## config.mk

```make
export PLATFORM = sky130hd
export DESIGN_NAME = alu_issue_ctrl_flat
export DESIGN_NICKNAME = d
export VERILOG_FILES = /design/src/rtl/alu_issue_ctrl_pkg.sv /design/src/rtl/alu_issue_ctrl_if.sv /design/src/rtl/alu_issue_ctrl.sv /design/src/flat_wrapper.sv
export SDC_FILE = /design/constraint.sdc
export NUM_CORES = 1
export LEC_CHECK = 0
export BUFFER_PORTS_ARGS = -buffer_cell sky130_fd_sc_hd__clkbuf_2
export CORE_UTILIZATION = 50
export DETAILED_ROUTE_END_ITERATION = 12
export MAX_ROUTING_LAYER = met4
export PLACE_DENSITY = 0.83
export SLEW_MARGIN = 20
export SYNTH_ARGS = -nofsm -noshare
export SYNTH_HDL_FRONTEND = slang
export SYNTH_SLANG_ARGS = --single-unit
export TNS_END_PERCENT = 10
```

## constraint.sdc

```tcl
create_clock -name Clk -period 1.97 [get_ports Clk]
set_input_delay 0.394 -clock Clk [delete_from_list [all_inputs] [get_ports Clk]]
set_output_delay 0.394 -clock Clk [all_outputs]
set_load 0.05 [all_outputs]
```

## src/rtl/alu_issue_ctrl_pkg.sv

```systemverilog
// Shared definitions for the ALU issue controller: opcodes, issue states,
// and the bit positions of the fields in a 9-bit instruction.
package alu_issue_ctrl_pkg;

    typedef enum logic [2:0] {
        mcADD = 3'd0,
        mcSUB = 3'd1,
        mcAND = 3'd2,
        mcORR = 3'd3,
        mcXOR = 3'd4,
        mcRXR = 3'd5,
        mcLSL = 3'd6,
        mcLSR = 3'd7
    } op_mne;

    typedef enum logic [1:0] {
        IDLE = 2'd0,
        EXEC = 2'd1,
        WB   = 2'd2
    } issue_state_e;

    localparam int INSTR_W = 9;
    localparam int FIELD_W = 3;
    localparam int OP_LSB  = 6;
    localparam int RD_LSB  = 3;
    localparam int RB_LSB  = 0;

    function automatic logic [FIELD_W-1:0] fld(
        input logic [INSTR_W-1:0] ins,
        input int                 lsb
    );
        return ins[lsb +: FIELD_W];
    endfunction

endpackage

```

## src/rtl/alu_issue_ctrl_if.sv

```systemverilog
// Instruction handshake, ALU and register-file signals of the issue controller.
// The controller takes the slave side; fetch/ALU/register file take master.
interface alu_issue_ctrl_if
    import alu_issue_ctrl_pkg::*;
#(
    parameter int CNT_W = 16
);
    logic [INSTR_W-1:0] Instr;
    logic               InstrValid;
    logic               InstrReady;
    logic [2:0]         AluOp;
    logic               AluEn;
    logic [2:0]         RaAddr;
    logic [2:0]         RbAddr;
    logic [7:0]         AluOut;
    logic               WrEn;
    logic [2:0]         WrAddr;
    logic [7:0]         WrData;
    logic               Equals;
    logic               Lt;
    logic [CNT_W-1:0]   RetireCnt;

    modport slave (
        input  Instr, InstrValid, AluOut,
        output InstrReady, AluOp, AluEn, RaAddr, RbAddr,
        output WrEn, WrAddr, WrData, Equals, Lt, RetireCnt
    );

    modport master (
        output Instr, InstrValid, AluOut,
        input  InstrReady, AluOp, AluEn, RaAddr, RbAddr,
        input  WrEn, WrAddr, WrData, Equals, Lt, RetireCnt
    );

endinterface

```

## src/rtl/alu_issue_ctrl.sv

```systemverilog
// ALU issue controller: IDLE -> EXEC -> WB sequencing, result capture, retire
// counter. Compare flags exist only when ALU_ISSUE_FLAGS_EN is defined.
module alu_issue_ctrl
    import alu_issue_ctrl_pkg::*;
#(
    parameter int CNT_W = 16
) (
    input  logic              Clk,
    input  logic              Reset_n,
    alu_issue_ctrl_if.slave   bus
);

    issue_state_e       state_q, state_d;
    logic [INSTR_W-1:0] ir_q, ir_d;
    logic [7:0]         wdata_q, wdata_d;
    logic [CNT_W-1:0]   cnt_q, cnt_d;

    always_comb begin
        state_d = state_q;
        ir_d    = ir_q;
        wdata_d = wdata_q;
        cnt_d   = cnt_q;
        unique case (state_q)
            IDLE: begin
                if (bus.InstrValid) begin
                    ir_d    = bus.Instr;
                    state_d = EXEC;
                end
            end
            EXEC: begin
                wdata_d = bus.AluOut;
                state_d = WB;
            end
            WB: begin
                cnt_d = cnt_q + 1'b1;
                // WB accepts directly so back-to-back issue needs no idle cycle
                if (bus.InstrValid) begin
                    ir_d    = bus.Instr;
                    state_d = EXEC;
                end else begin
                    state_d = IDLE;
                end
            end
            default: state_d = IDLE;
        endcase
    end

    always_ff @(posedge Clk or negedge Reset_n) begin
        if (!Reset_n) begin
            state_q <= IDLE;
            ir_q    <= '0;
            wdata_q <= '0;
            cnt_q   <= '0;
        end else begin
            state_q <= state_d;
            ir_q    <= ir_d;
            wdata_q <= wdata_d;
            cnt_q   <= cnt_d;
        end
    end

    assign bus.InstrReady = (state_q != EXEC);
    assign bus.AluEn      = (state_q == EXEC);
    assign bus.WrEn       = (state_q == WB);
    assign bus.AluOp      = fld(ir_q, OP_LSB);
    assign bus.RaAddr     = fld(ir_q, RD_LSB);
    assign bus.RbAddr     = fld(ir_q, RB_LSB);
    assign bus.WrAddr     = fld(ir_q, RD_LSB);
    assign bus.WrData     = wdata_q;
    assign bus.RetireCnt  = cnt_q;

`ifdef ALU_ISSUE_FLAGS_EN
    logic eq_q, eq_d;
    logic lt_q, lt_d;

    always_comb begin
        eq_d = eq_q;
        lt_d = lt_q;
        if (state_q == EXEC && fld(ir_q, OP_LSB) == mcSUB) begin
            eq_d = (bus.AluOut == 8'd0);
            lt_d = bus.AluOut[7];
        end
    end

    always_ff @(posedge Clk or negedge Reset_n) begin
        if (!Reset_n) begin
            eq_q <= 1'b0;
            lt_q <= 1'b0;
        end else begin
            eq_q <= eq_d;
            lt_q <= lt_d;
        end
    end

    assign bus.Equals = eq_q;
    assign bus.Lt     = lt_q;
`else
    assign bus.Equals = 1'b0;
    assign bus.Lt     = 1'b0;
`endif

endmodule

```

## src/flat_wrapper.sv

```systemverilog
// flat-port wrapper written by rule: the top's interface ports become plain ports
module alu_issue_ctrl_flat import alu_issue_ctrl_pkg::*;
#(
    parameter int CNT_W = 16
)
  (Clk, Reset_n, bus_Instr, bus_InstrValid, bus_AluOut, bus_InstrReady, bus_AluOp, bus_AluEn, bus_RaAddr, bus_RbAddr, bus_WrEn, bus_WrAddr, bus_WrData, bus_Equals, bus_Lt, bus_RetireCnt);
  alu_issue_ctrl_if #(.CNT_W(CNT_W)) bus_i ();
  input  logic Clk;
  input  logic Reset_n;
  input wire logic [$bits(bus_i.Instr)-1:0] bus_Instr;
  input wire logic [$bits(bus_i.InstrValid)-1:0] bus_InstrValid;
  input wire logic [$bits(bus_i.AluOut)-1:0] bus_AluOut;
  output wire logic [$bits(bus_i.InstrReady)-1:0] bus_InstrReady;
  output wire logic [$bits(bus_i.AluOp)-1:0] bus_AluOp;
  output wire logic [$bits(bus_i.AluEn)-1:0] bus_AluEn;
  output wire logic [$bits(bus_i.RaAddr)-1:0] bus_RaAddr;
  output wire logic [$bits(bus_i.RbAddr)-1:0] bus_RbAddr;
  output wire logic [$bits(bus_i.WrEn)-1:0] bus_WrEn;
  output wire logic [$bits(bus_i.WrAddr)-1:0] bus_WrAddr;
  output wire logic [$bits(bus_i.WrData)-1:0] bus_WrData;
  output wire logic [$bits(bus_i.Equals)-1:0] bus_Equals;
  output wire logic [$bits(bus_i.Lt)-1:0] bus_Lt;
  output wire logic [$bits(bus_i.RetireCnt)-1:0] bus_RetireCnt;
  assign bus_i.Instr = bus_Instr;
  assign bus_i.InstrValid = bus_InstrValid;
  assign bus_i.AluOut = bus_AluOut;
  assign bus_InstrReady = bus_i.InstrReady;
  assign bus_AluOp = bus_i.AluOp;
  assign bus_AluEn = bus_i.AluEn;
  assign bus_RaAddr = bus_i.RaAddr;
  assign bus_RbAddr = bus_i.RbAddr;
  assign bus_WrEn = bus_i.WrEn;
  assign bus_WrAddr = bus_i.WrAddr;
  assign bus_WrData = bus_i.WrData;
  assign bus_Equals = bus_i.Equals;
  assign bus_Lt = bus_i.Lt;
  assign bus_RetireCnt = bus_i.RetireCnt;
  alu_issue_ctrl #(.CNT_W(CNT_W)) u_core (.Clk(Clk), .Reset_n(Reset_n), .bus(bus_i));
endmodule
```

==> flow_summary.toml <==
[placed_design]
gp_congestion = 0.7687
placed_cells_incl_taps = 189
dp_hpwl_mm = 1.975
port-buffer-count = 58
placed_area_um2 = 1752

[floorplan]
die_height_um = 56.23
coreArea_um2 = 2781
io_pins = 61
die-area_um2 = 3161
die_w_um = 56.23
fp-row-count = 19
initial_core_util_pct = 52.86

[drt]
drtIter0Drc = 10
wire_per_inst_um = 13.27
via_per_inst = 5.138
wirelength_mm = 2.600
num_vias = 1007
antenna_left = 0
drt_pass1_iterations = 4
drc_errors = 0

[timing]
finalMaxSlewViolations = 0
fin_worst_skew_ps = 5.769
max_slew.worst_pin.slew_ps = 834.7
finalHoldViolCount = 0
fin_crit_sh_pct = 90.86
fmax_ghz = 0.5587
setup_tns_ps = 0
rsz0062_at_grt = "no"
relSlewSlack_pct = 44.35
setup_violations = 0
fin_crit_ps = 1790

[synthesis]
synth_compound_area_share_pct = 0
synth_top_family_by_area = "multiplexers"
synth_mux_area_share_pct = 13.79
synthSimpleGateAreaFrac_pct = 12.34
ys_warn_count = 0
synth-seq-area-share_pct = 59.57
synth_fa_ha_area_share_pct = 0.8511
synth_area_um2 = 1470
synthXorXnorAreaFrac_pct = 8.936
synth_cell_types = 23
syn_avg_cell_area_um2 = 13.87
ys_seq_elements = 35
synthCells = 106

[setup_path]
cp-end-kind = "primary output"
startpoint = "u_core.state_q[0]"
required_ps = 1580
worstSetupPathType = "flip-flop to primary output"
r2r_slack_ps = 620
reg2reg_from = "u_core.state_q[0]"
worstPathArrival_ps = 1400
slowest_stage = "dfrtp_1"
cp-endpoint = "bus_InstrReady"
crit_path_max_incr_delay_ps = 440
r2r_end = "u_core.bus.RetireCnt[8]"
startpoint_type = "flip-flop"
crit_path_max_fanout = 10
worstPathCellList = "and2b_2, inv_1, clkbuf_2"
rr_worst_depth = 4

[cells_and_area]
finalNonFillerCells = 196
multi_input_area_um2 = 535.5
drive_above_1_share_pct = 55.15
final_common_cell = "clkbuf_2"
utilization_pct = 65.00
final_cell_mix = "clkbuf_2 (58), dfrtp_1 (35), mux2_2 (18)"
syn2layout_area_growth_pct = 22.98
fin_area_um2 = 1808
final_nets = 186
diodes = 0
ff_latch_area_um2 = 875.8
n_fill_cell = 237

[clock_network]
cts_htree_levels = 2
hold_buffers = 0
cts-buffers-inserted = 5
clock-root-buffer = "clkbuf_4"
cts_buffer_depth = 2
post-cts-setup-buffer-count = 0
clkSinkCount = 35
clk_latency_ps = 320
cts_resized = 0
cts_tree = "done"
clkTransAtPathRegs_ps = 100

[power_and_ir_drop]
switchingPower_mw = 0.8920
power.share.combinational_pct = 36.7
p_per_area_nw_per_um2 = 1153
power_frac_clock_pct = 18.6
seqPwrFrac_pct = 44.7
internal_power_mw = 1.193
p_leak_nw = 0.9124
swShare_pct = 42.78
peakVddDrop_mv = 0.9330
power_mw = 2.085

[global_routing]
grt_overflow = 0
grt_pass1_vias = 999
grt_use_total_pct = 19.37
antenna_found_initial = 0
grt_pass1_wl_mm = 4.478
grt_max_degree = 36

[worst_hold_path]
min_path_type = "input pin to async pin"

[run]
cap_violations = 0

[outcome]
outcome = "finished, final reports clean"
==> cells by family (layout without fill, tap and decap cells) <==
family,after synthesis,count (layout)
AND/OR/NAND/NOR,27,27
multiplexers,18,18
other,1,2
XOR/XNOR,15,15
buffers and inverters,9,67
adder cells (fa/ha/maj),1,1
flip-flops,35,35
==> cells in the mapped netlist (all sizes together) <==
master / n / area [um2]
conb: 1 / 3.750
and3: 1 / 6.260
ha: 1 / 12.51
and4: 3 / 31.28
dfrtp: 35 / 875.8
nor2: 2 / 7.510
nand3: 6 / 30.03
mux2: 18 / 202.7
nor2b: 2 / 20.02
nand4: 6 / 43.79
and2: 2 / 13.77
and2b: 2 / 17.52
nand2: 3 / 11.26
xor2: 2 / 17.52
buf: 8 / 58.81
xnor2: 13 / 113.9
inv: 1 / 3.750
==> layer usage <==
layer  part of all wire [%]  track usage, %  up-vias
li1                       -               -      470
met1                     42           23.40      497
met2                     51           30.95       35
met3                    5.1           4.884        5
met4                    1.8           8.362        0
met5                      0               -        -
==> per-stage QoR <==
stage	hold WS (ps)	worst slack, ps
floorplan	98.41	369.0
finish	147.6	180.0
detailed placement	479.4	529.4
CTS	167.4	151.0
global route	200.6	83.66
global placement	463.4	547.5
==> power groups by stage <==
| stage | Combinational (mW) | Sequential, mW | Clock (mW) |
|---|---|---|---|
| final | 0.765 | 0.933 | 0.387 |
| after global routing | 0.804 | 0.955 | 0.423 |
| after CTS | 0.772 | 0.935 | 0.397 |
| after detailed placement | 0.772 | 0.948 | 0 |
| after global placement | 0.753 | 0.933 | 0 |
| after floorplan | 0.227 | 1.31 | 0 |
==> cell type report <==
class                   count  area share (%)
clock inverters             1          0.2768
flip-flops and latches     35           48.44
clock buffers               6           2.837
multi-input cells          63           29.62
inverters                   1          0.2076
repair buffers             59           16.47
well taps                  31           2.145
==> how the worst min path moves through the flow <==
stage                                   from                       end  slack (ps)  cells after the start
floorplan                            Reset_n   u_core.bus.RetireCnt[0]         100                      0
global placement    u_core.bus.RetireCnt[15]  u_core.bus.RetireCnt[15]         460                      1
detailed placement  u_core.bus.RetireCnt[15]  u_core.bus.RetireCnt[15]         480                      1
CTS                                  Reset_n  u_core.bus.RetireCnt[10]         170                      1
global route                         Reset_n  u_core.bus.RetireCnt[10]         200                      1
finish                               Reset_n  u_core.bus.RetireCnt[10]         150                      1
==> state kept, by name (all words and copies together), names as in the netlist <==
| name | cells |
|---|---|
| u_core.state_q | 2 |
| u_core.ir_q | 9 |
| u_core.bus.RetireCnt | 16 |
| u_core.bus.WrData | 8 |
==> worst max-delay path: cells and delay by family (launching register included) <==
kind | cells | cell delay [ps]
simple gates | 1 | 300
buf+inv | 2 | 330
flops | 1 | 440
Note: power is estimated with default switching activity, not from simulation.
